==> src/rtl/oh_pkg.sv <==
// Shared types and constants for the operand-handler field decoder.
package oh_pkg;

  localparam int unsigned INSTR_W = 32;
  localparam int unsigned OP_W    = 6;
  localparam int unsigned S_W     = 3;
  localparam int unsigned IMM_W   = 21;
  localparam int unsigned REG_W   = 5;

  // Operand-handler select encodings
  localparam logic [S_W-1:0] OH_S_RB      = 3'b000;
  localparam logic [S_W-1:0] OH_S_IM11    = 3'b001;
  localparam logic [S_W-1:0] OH_S_IM14    = 3'b010;
  localparam logic [S_W-1:0] OH_S_IM21    = 3'b011;
  localparam logic [S_W-1:0] OH_S_SHIFT_A = 3'b100;
  localparam logic [S_W-1:0] OH_S_SHIFT_B = 3'b101;
  localparam logic [S_W-1:0] OH_S_SHIFT_C = 3'b110;
  localparam logic [S_W-1:0] OH_S_ZERO    = 3'b111;

  // Major opcodes recognised by the decoder
  localparam logic [OP_W-1:0] OP_ALU     = 6'h02;
  localparam logic [OP_W-1:0] OP_LDIL    = 6'h08;
  localparam logic [OP_W-1:0] OP_ADDIL   = 6'h0A;
  localparam logic [OP_W-1:0] OP_LDO     = 6'h0D;
  localparam logic [OP_W-1:0] OP_LDB     = 6'h10;
  localparam logic [OP_W-1:0] OP_LDH     = 6'h11;
  localparam logic [OP_W-1:0] OP_LDW     = 6'h12;
  localparam logic [OP_W-1:0] OP_STB     = 6'h18;
  localparam logic [OP_W-1:0] OP_STH     = 6'h19;
  localparam logic [OP_W-1:0] OP_STW     = 6'h1A;
  localparam logic [OP_W-1:0] OP_COMICLR = 6'h24;
  localparam logic [OP_W-1:0] OP_SUBI    = 6'h25;
  localparam logic [OP_W-1:0] OP_ADDIT   = 6'h2C;
  localparam logic [OP_W-1:0] OP_ADDI    = 6'h2D;
  localparam logic [OP_W-1:0] OP_EXTRACT = 6'h34;
  localparam logic [OP_W-1:0] OP_DEPOSIT = 6'h35;

  // One decoded instruction as presented to the operand handler
  typedef struct packed {
    logic [S_W-1:0]   s;
    logic [IMM_W-1:0] i;
    logic [REG_W-1:0] rb;
    logic [REG_W-1:0] rr;
    logic [REG_W-1:0] rt;
    logic             illegal;
  } oh_entry_t;

  localparam oh_entry_t OH_ENTRY_RESET = '{s: OH_S_ZERO, i: '0, rb: '0, rr: '0, rt: '0, illegal: 1'b0};

  // Unscramble the 21-bit long immediate of LDIL/ADDIL
  function automatic logic [IMM_W-1:0] assemble_21(input logic [INSTR_W-1:0] w);
    return {w[0], w[11:1], w[15:14], w[20:16], w[13:12]};
  endfunction

endpackage

==> src/rtl/oh_field_decode.sv <==
// Combinational instruction word -> decoded operand-handler entry.
module oh_field_decode
  import oh_pkg::*;
(
  input  logic [INSTR_W-1:0] instr,
  output oh_entry_t          entry
);

  logic [OP_W-1:0] op;
  logic [2:0]      sub;

  assign op  = instr[31:26];
  assign sub = instr[12:10];

  // Classify the major opcode and pick the immediate form
  always_comb begin
    entry = OH_ENTRY_RESET;
    case (op)
      OP_ALU:                                   entry.s = OH_S_RB;
      OP_COMICLR, OP_SUBI, OP_ADDIT, OP_ADDI:   entry.s = OH_S_IM11;
      OP_LDO, OP_LDB, OP_LDH, OP_LDW,
      OP_STB, OP_STH, OP_STW:                   entry.s = OH_S_IM14;
      OP_LDIL, OP_ADDIL:                        entry.s = OH_S_IM21;
      OP_EXTRACT: begin
        if (sub == 3'b110)      entry.s = OH_S_SHIFT_A;
        else if (sub == 3'b111) entry.s = OH_S_SHIFT_B;
        else                    entry.s = OH_S_ZERO;
      end
      OP_DEPOSIT:                               entry.s = (sub == 3'b010) ? OH_S_SHIFT_C : OH_S_ZERO;
      default:                                  entry.s = OH_S_ZERO;
    endcase
    entry.illegal = (entry.s == OH_S_ZERO);
    entry.i       = (entry.s == OH_S_IM21) ? assemble_21(instr) : instr[IMM_W-1:0];
    entry.rb      = instr[25:21];
    entry.rr      = instr[20:16];
    entry.rt      = (op == OP_ALU) ? instr[4:0] : instr[20:16];
  end

endmodule

==> src/rtl/oh_field_decoder.sv <==
// Decode stage: valid/ready input, 2-entry skid of raw words, registered
// decoded output. Optional sticky illegal trap under OH_DECODE_ILLEGAL_TRAP_EN.
module oh_field_decoder
  import oh_pkg::*;
#(
  parameter int unsigned SKID_DEPTH = 2
) (
  input  logic                clk,
  input  logic                reset_n,
  input  logic                flush,
  input  logic                in_valid,
  output logic                in_ready,
  input  logic [INSTR_W-1:0]  in_instr,
  output logic                out_valid,
  input  logic                out_ready,
  output logic [S_W-1:0]      oh_s,
  output logic [IMM_W-1:0]    oh_i,
  output logic [REG_W-1:0]    rb,
  output logic [REG_W-1:0]    rr,
  output logic [REG_W-1:0]    rt,
  output logic                illegal,
  output logic                trap,
  input  logic                trap_clear
);

  localparam int unsigned CNT_W = 2;

  oh_entry_t          in_ent, sk_ent, ld_ent;
  oh_entry_t          out_q, out_d;
  logic               ov_q, ov_d;
  logic               rdy_q, rdy_d;
  logic [CNT_W-1:0]   cnt_q, cnt_d;
  logic [INSTR_W-1:0] sk_q [2];
  logic [INSTR_W-1:0] sk_d [2];
  logic               in_fire, adv, pop, push, ld_en;
  logic               trap_q, trap_d;

  oh_field_decode u_dec_in (.instr(in_instr), .entry(in_ent));
  oh_field_decode u_dec_sk (.instr(sk_q[0]),  .entry(sk_ent));

  // Next-state: output register advance, skid push/pop, flush, trap
  always_comb begin
    ov_d    = ov_q;
    out_d   = out_q;
    cnt_d   = cnt_q;
    sk_d    = sk_q;
    trap_d  = trap_q;
    pop     = 1'b0;
    push    = 1'b0;
    ld_en   = 1'b0;
    ld_ent  = in_ent;
    in_fire = in_valid && rdy_q;
    adv     = (!ov_q || out_ready) && !trap_q;

    if (adv) begin
      if (cnt_q != '0) begin
        ld_ent = sk_ent;
        ld_en  = 1'b1;
        pop    = 1'b1;
        push   = in_fire;
      end else if (in_fire) begin
        ld_en  = 1'b1;
      end else begin
        ov_d   = 1'b0;
      end
    end else begin
      push = in_fire;
    end

    if (ld_en) begin
`ifdef OH_DECODE_ILLEGAL_TRAP_EN
      if (ld_ent.illegal) begin
        trap_d = 1'b1;
        ov_d   = 1'b0;
      end else begin
        ov_d   = 1'b1;
        out_d  = ld_ent;
      end
`else
      ov_d  = 1'b1;
      out_d = ld_ent;
`endif
    end

    if (pop) sk_d[0] = sk_q[1];
    if (push) begin
      if ((cnt_q - CNT_W'(pop)) == '0) sk_d[0] = in_instr;
      else                             sk_d[1] = in_instr;
    end
    cnt_d = cnt_q + CNT_W'(push) - CNT_W'(pop);

`ifdef OH_DECODE_ILLEGAL_TRAP_EN
    if (trap_clear) trap_d = 1'b0;
`endif

    if (flush) begin
      ov_d  = 1'b0;
      cnt_d = '0;
    end

    rdy_d = (cnt_d < CNT_W'(SKID_DEPTH)) && !trap_d;
  end

  // State registers
  always_ff @(posedge clk or negedge reset_n) begin
    if (!reset_n) begin
      ov_q     <= 1'b0;
      out_q    <= OH_ENTRY_RESET;
      rdy_q    <= 1'b0;
      cnt_q    <= '0;
      sk_q[0]  <= '0;
      sk_q[1]  <= '0;
    end else begin
      ov_q     <= ov_d;
      out_q    <= out_d;
      rdy_q    <= rdy_d;
      cnt_q    <= cnt_d;
      sk_q     <= sk_d;
    end
  end

`ifdef OH_DECODE_ILLEGAL_TRAP_EN
  // Sticky trap flag
  always_ff @(posedge clk or negedge reset_n) begin
    if (!reset_n) trap_q <= 1'b0;
    else          trap_q <= trap_d;
  end
  assign trap = trap_q;
`else
  logic unused_trap_clear;
  assign trap_q            = 1'b0;
  assign trap              = 1'b0;
  assign unused_trap_clear = trap_clear;
`endif

  assign in_ready  = rdy_q;
  assign out_valid = ov_q;
  assign oh_s      = out_q.s;
  assign oh_i      = out_q.i;
  assign rb        = out_q.rb;
  assign rr        = out_q.rr;
  assign rt        = out_q.rt;
  assign illegal   = out_q.illegal;

endmodule

==> config.mk <==
export PLATFORM = sky130hd
export DESIGN_NAME = oh_field_decoder
export DESIGN_NICKNAME = d
export VERILOG_FILES = /design/src/rtl/oh_pkg.sv /design/src/rtl/oh_field_decode.sv /design/src/rtl/oh_field_decoder.sv
export SDC_FILE = /design/constraint.sdc
export NUM_CORES = 1
export LEC_CHECK = 0
export CAP_MARGIN = 20
export CORE_MARGIN = 2
export CORE_UTILIZATION = 59
export DETAILED_ROUTE_END_ITERATION = 8
export PLACE_DENSITY_LB_ADDON = 0.2
export SLEW_MARGIN = 20
export SYNTH_ARGS = -nofsm -noshare
export SYNTH_HDL_FRONTEND = slang
export SYNTH_SLANG_ARGS = --single-unit
export TNS_END_PERCENT = 20
==> constraint.sdc <==
create_clock -name clk -period 4 [get_ports clk]
set_clock_uncertainty 0.05 [all_clocks]
set_input_delay 0.8 -clock clk [delete_from_list [all_inputs] [get_ports clk]]
set_output_delay 0.8 -clock clk [all_outputs]
set_load 0.02 [all_outputs]
Yosys cells after proc, flatten, opt, wreduce, memory -nomap -nowiden --
Cells that the tools add are included.
Storage, ports and cells: memory bits (read-only) 0, register bits 108, memories 0, RAM bits 0, input bits 38, output and inout port bits 43, logic and storage cells 105, bits in latches 0
Cells by class: shift operators 0, muxes and demuxes 31, reductions and logical operators 14, equal/unequal tests 44, multiply operators 0, divide/modulo/power cells 0, bitwise logic cells 1, add/subtract/negate cells 3, order comparisons 1
Operators by type and width (number):
- $mux W32 | 3
- $mux W40 | 2
- $eq A6 B5 Y1 const B | 12
- $eq A6 B6 Y1 const B | 12
- $mux W64 | 1
- $mux W21 | 2
- $eq A6 B4 Y1 const B | 6
- $pmux W3 S6 | 2
- $eq A3 B3 Y1 const B | 6
- $mux W1 | 14
- $reduce_or A7 Y1 | 2
- $eq A3 B2 Y1 const B | 4
- $eq A6 B2 Y1 const B | 2
- $mux W5 | 2
- $reduce_or A4 Y1 | 2
- $mux W2 | 3
- $mux W3 | 2
- $reduce_or A2 Y1 | 2
- $sub A2 B1 Y2 | 2
- $ne A3 B2 Y1 const B | 1
- $ne A3 B3 Y1 const B | 1
- $reduce_and A3 Y1 | 1
- $reduce_bool A3 Y1 | 1
- $add A2 B1 Y2 | 1
- other kinds (8) | 8

Depth between registers and ports, before layout --
word-level depth 8, gate-level depth with buffers 11, gate-level depth less buffers 10

Cells and area by module --
From an unflattened synthesis, not the netlist that was laid out.
Second synthesis, totals: cells, all modules 500, area, all modules 5918.2 µm²
By module, submodules not included:
- oh_field_decoder | seq. area each 2706.3 µm², times used 1, cells an instance 372, area an instance 4694.5 µm²
- oh_field_decode | seq. area each 0.0 µm², times used 2, cells an instance 64, area an instance 611.8 µm²

Worst setup path before layout --
OpenSTA, ideal clock, no wires.
path kind input to register, start point input out_ready, end point register rdy_q (netlist: in_ready), setup time 0.128 ns, stages on the path 10, buffers on the path 1, slack 1.596 ns, data arrival time 2.227 ns, data required time 3.822 ns, path through nor2b_2 > clkbuf_8 > nor3_1 > or2_2 > ha_1 > inv_1 > ha_1 > xnor2_1 > xnor2_1 > nand2b_1
Between the ends: word-level cells in the longest chain between the ends 6, elaborated cells on any way between the ends 7, classes of those cells add/sub (2); order compare (1); mux (3); reduce/logical (1)
RTL lines:
- start: declaration | RTL line oh_field_decoder.sv:15 | input logic out_ready,
- $logic_or A1 B1 Y1 (*) | RTL line oh_field_decoder.sv:53 | adv = (!ov_q || out_ready) && !trap_q;
- $mux W1 | RTL line oh_field_decoder.sv:55 | if (adv) begin
- $add A2 B1 Y2 | RTL line oh_field_decoder.sv:90 | cnt_d = cnt_q + CNT_W'(push) - CNT_W'(pop);
- $sub A2 B1 Y2 (*) | RTL line oh_field_decoder.sv:90
- $mux W2 (*) | RTL line oh_field_decoder.sv:96 | if (flush) begin
- $lt A2 B2 Y1 (*) | RTL line oh_field_decoder.sv:101 | rdy_d = (cnt_d < CNT_W'(SKID_DEPTH)) && !trap_d;
- named net rdy_d | RTL line oh_field_decoder.sv:31 | logic rdy_q, rdy_d;
- end signal: assignment | RTL line oh_field_decoder.sv:116 | rdy_q <= rdy_d;
- end: declaration | RTL line oh_field_decoder.sv:31
The timed path passes the listed nets; every way through them passes the cells marked *. A chain may end at the register's enable or synchronous reset.

Final worst setup path --
start point input out_ready, end point register sk_q[17] (netlist name)
Between the ends: word-level cells in the longest chain between the ends 6, elaborated cells on any way between the ends 7, classes of those cells add/sub (1); mux (2); bitwise (1); reduce/logical (3)
RTL lines:
- $logic_or A1 B1 Y1 (*) | RTL line oh_field_decoder.sv:53
- $mux W1 | RTL line oh_field_decoder.sv:55
- $sub A2 B1 Y2 | RTL line oh_field_decoder.sv:87 | if ((cnt_q - CNT_W'(pop)) == '0) sk_d[0] = in_instr;
- $logic_not A2 Y1 | RTL line oh_field_decoder.sv:87
- $not A1 Y1 (no source line)
- $reduce_and A2 Y1 (no source line) (*)
- end signal: assignment | RTL line oh_field_decoder.sv:118 | sk_q <= sk_d;
- end: declaration | RTL line oh_field_decoder.sv:33 | logic [INSTR_W-1:0] sk_q [2];
Every way passes the cells marked *; elsewhere a longest branch is shown, timed or not.

==> flow_summary.toml <==
[synth]
synth_edf_count = 0
yosys_register_bits = 108
ys_types = 55
seq_area_frac_synth_pct = 49.5
async_flop_share_pct = 100
postSynthCellCount = 541
synth_commonest_cells = "125 x nand2_1, 105 x dfrtp_1, 42 x mux2i_1"
synth_area_leaders = "dfrtp_1 48%, nand2_1 8.6%, mux2i_1 7.7%, mux2_2 5.8%, a311oi_1 3.4%"
synth_top_area_share_pct = 48.1
synth_nets = 581
netlist_area_sq_mm = 0.00547
yosysWarnings = 0
synth_top_area_cell = "dfrtp_1"
yosysMostFrequentCell = "nand2_1"
ys.flop_type = "dfrtp_1"
avgSynthCellArea_sq_um = 10.1

[timing]
relSlewSlack_pct = 33.7
max_freq_mhz = 351
tightest_slew_ns = 0.995
rsz0062_at_grt = "no"
setup_tns_ns = 0
period_needed_ns = 2.85
hold_ws_ns = 0.391
period_share_pct = 71.2
hold_viol = 0
setup_viol = 0
slew_viol_final = 0

[drt]
vias = 4404
avgRoutedWirePerCell_um = 18.8
dr.pass1.iters = 7
via_per_inst = 6.13
drt_wl_total_mm = 13.5
dr.first_iter.drc_count = 379
antenna_left = 0
drc = 0

[clock_network]
clock_sinks = 108
htreeDepth = 3
clk_pin_slew_ns = 0.10
cts_buffers = 9
cts_root_buf = "clkbuf_8"
cts_resized = 0
cts_setup_buffers = 0
cts_tree = "yes"
cts_buffer_depth = 2
holdBufCountCts = 0
clk_latency_ns = 0.37

[global_routing]
grt_pass1_vias = 4332
groute.usage.overall_pct = 28.1
overflow = 0
grt_max_degree = 52
antenna_found_initial = 0
grt_pass1_wl_mm = 21.7

[critical_path]
worstPathRequired_ns = 4.20
worstSetupStartpointType = "input port"
cp_top_family = "simple AND/OR/NAND/NOR gates"
crit_buf_inv = 2
max_stage_delay_ns = 0.77
arrival_ns = 3.05
end_kind = "flop"
cp_cell_sequence = "clkdlybuf4s50_1 > nor2b_2 > a21oi_1 > or2_1 > buf_4 > mux2_2"
critPathMaxFanout = 20
slowest_stage = "or2_1"
r2r_slack_ns = 1.55
reg2reg_from = "out_valid$_DFFE_PN0P_"
worst_r2r_endpoint = "sk_q[17]$_DFFE_PN0P_"
worst-r2r-cell-count = 5
crit_type = "in2reg"

[power]
total_power_w = 0.00520
peakVddDrop_mv = 0.606
p_leak_nw = 2.83
power_density_mw_per_mm2 = 805

[die]
chipWidth_um = 100
rows = 35
io_pins = 81
die_area_sq_mm = 0.0101
core_sq_mm = 0.00911
start_util_pct = 60.0
die_h_um = 100

[placed_design]
routabilityCongestion = 0.829
io_buffers = 78
dp_hpwl_mm = 8.96

[final_layout]
area_delta_synth_final_pct = 18.1
nFillCells = 670
diodes = 0
layout-drive-gt1-share_pct = 11.9
num-nets-final = 642

[hold_path]
hold_path_class = "in2async"

[run]
drv_cap = 0

[run_status]
status = "complete, no violations"
layout by cell type (no fill, tap or decap), types with 5 or more instances in the layout:
cell type / netlist / layout
a222oi_1: 10 / 10
a22oi_1: 5 / 5
a311oi_1: 21 / 21
and3_1: 21 / 21
buf_4: 4 / 11
clkbuf_8: 1 / 10
clkdlybuf4s50_1: 0 / 77
dfrtp_1: 105 / 105
inv_1: 12 / 12
mux2_2: 28 / 28
mux2i_1: 42 / 42
nand2_1: 125 / 125
nor2_1: 28 / 28
o21a_1: 6 / 6
o21ai_0: 36 / 36
layer usage:
| layer | wire, um | GRT usage, % | vias to the layer above |
|---|---|---|---|
| li1 | - | - | 2023 |
| met1 | 5590 | 36.5 | 2142 |
| met2 | 6650 | 46.3 | 204 |
| met3 | 826 | 3.90 | 35 |
| met4 | 435 | 13.9 | 0 |
| met5 | 0 | 0 | - |
layout make-up:
| cell class | count | area [sq um] | share of cell area, % |
|---|---|---|---|
| inverters | 12 | 45.0 | 0.698 |
| repair buffers | 88 | 853 | 13.2 |
| flip-flops and latches | 108 | 2710 | 41.9 |
| clock buffers | 10 | 138 | 2.13 |
| clock inverters | 6 | 68.8 | 1.07 |
| well taps | 111 | 139 | 2.15 |
| multi-input cells | 383 | 2500 | 38.8 |
power by group:
| part | leakage, nW | internal (W) | switching, W |
|---|---|---|---|
| Sequential | 1.29 | 0.00166 | 0.000449 |
| Combinational | 1.44 | 0.00116 | 0.00123 |
| Clock | 0.103 | 0.000312 | 0.000386 |
registers in the layout, indices dropped and copies added (netlist names):
register   flops
out_valid      1
rb             5
in_ready       1
oh_i          21
rt             5
illegal        1
cnt_q          2
sk_q          64
oh_s           3
rr             5
worst register-to-register path, cell delays in order (launching register included):
cell	delay [ns]
dfrtp_1	0.38
nor2b_2	0.22
a21oi_1	0.15
or2_1	0.77
buf_4	0.38
mux2_2	0.37
through the flow:
| stage | cells | utilization (%) | setup slack (ns) | area, sq um |
|---|---|---|---|---|
| final | 718 | 70.9 | 1.15 | 6450 |
| after detailed placement | 702 | 68.6 | 0.750 | 6250 |
| after CTS | 718 | 70.9 | 1.15 | 6450 |
| after global placement | 702 | 68.6 | 0.793 | 6250 |
| after floorplan | 541 | - | 1.60 | 5470 |
| after global routing | 718 | 70.9 | 1.00 | 6450 |
how the worst max path moves through the flow:
stage / from / to / slack [ns] / cells after the start
3_5_place_dp: out_ready / sk_q[14]$_DFFE_PN0P_ / 0.75 / 6
4_1_cts: out_ready / sk_q[17]$_DFFE_PN0P_ / 1.15 / 6
5_1_grt: out_ready / sk_q[17]$_DFFE_PN0P_ / 1.00 / 6
3_3_place_gp: out_ready / sk_q[6]$_DFFE_PN0P_ / 0.79 / 6
2_1_floorplan: out_ready / in_ready$_DFF_PN0_ / 1.60 / 10
6_report: out_ready / sk_q[17]$_DFFE_PN0P_ / 1.15 / 6
cells by family (layout without fill, tap and decap cells):
| family | Yosys count | in the layout | share of synthesized area, % |
|---|---|---|---|
| AND/OR/NAND/NOR | 204 | 204 | 17.3 |
| multiplexers | 74 | 74 | 14.3 |
| buffers and inverters | 50 | 116 | 4.81 |
| adder cells (fa/ha/maj) | 2 | 2 | 0.458 |
| other | 1 | 1 | 0.0686 |
| XOR/XNOR | 5 | 5 | 0.801 |
| flip-flops | 108 | 108 | 49.5 |
| AO/OA/AOI/OAI | 97 | 97 | 12.8 |
Power figures use the tool's default switching activity.
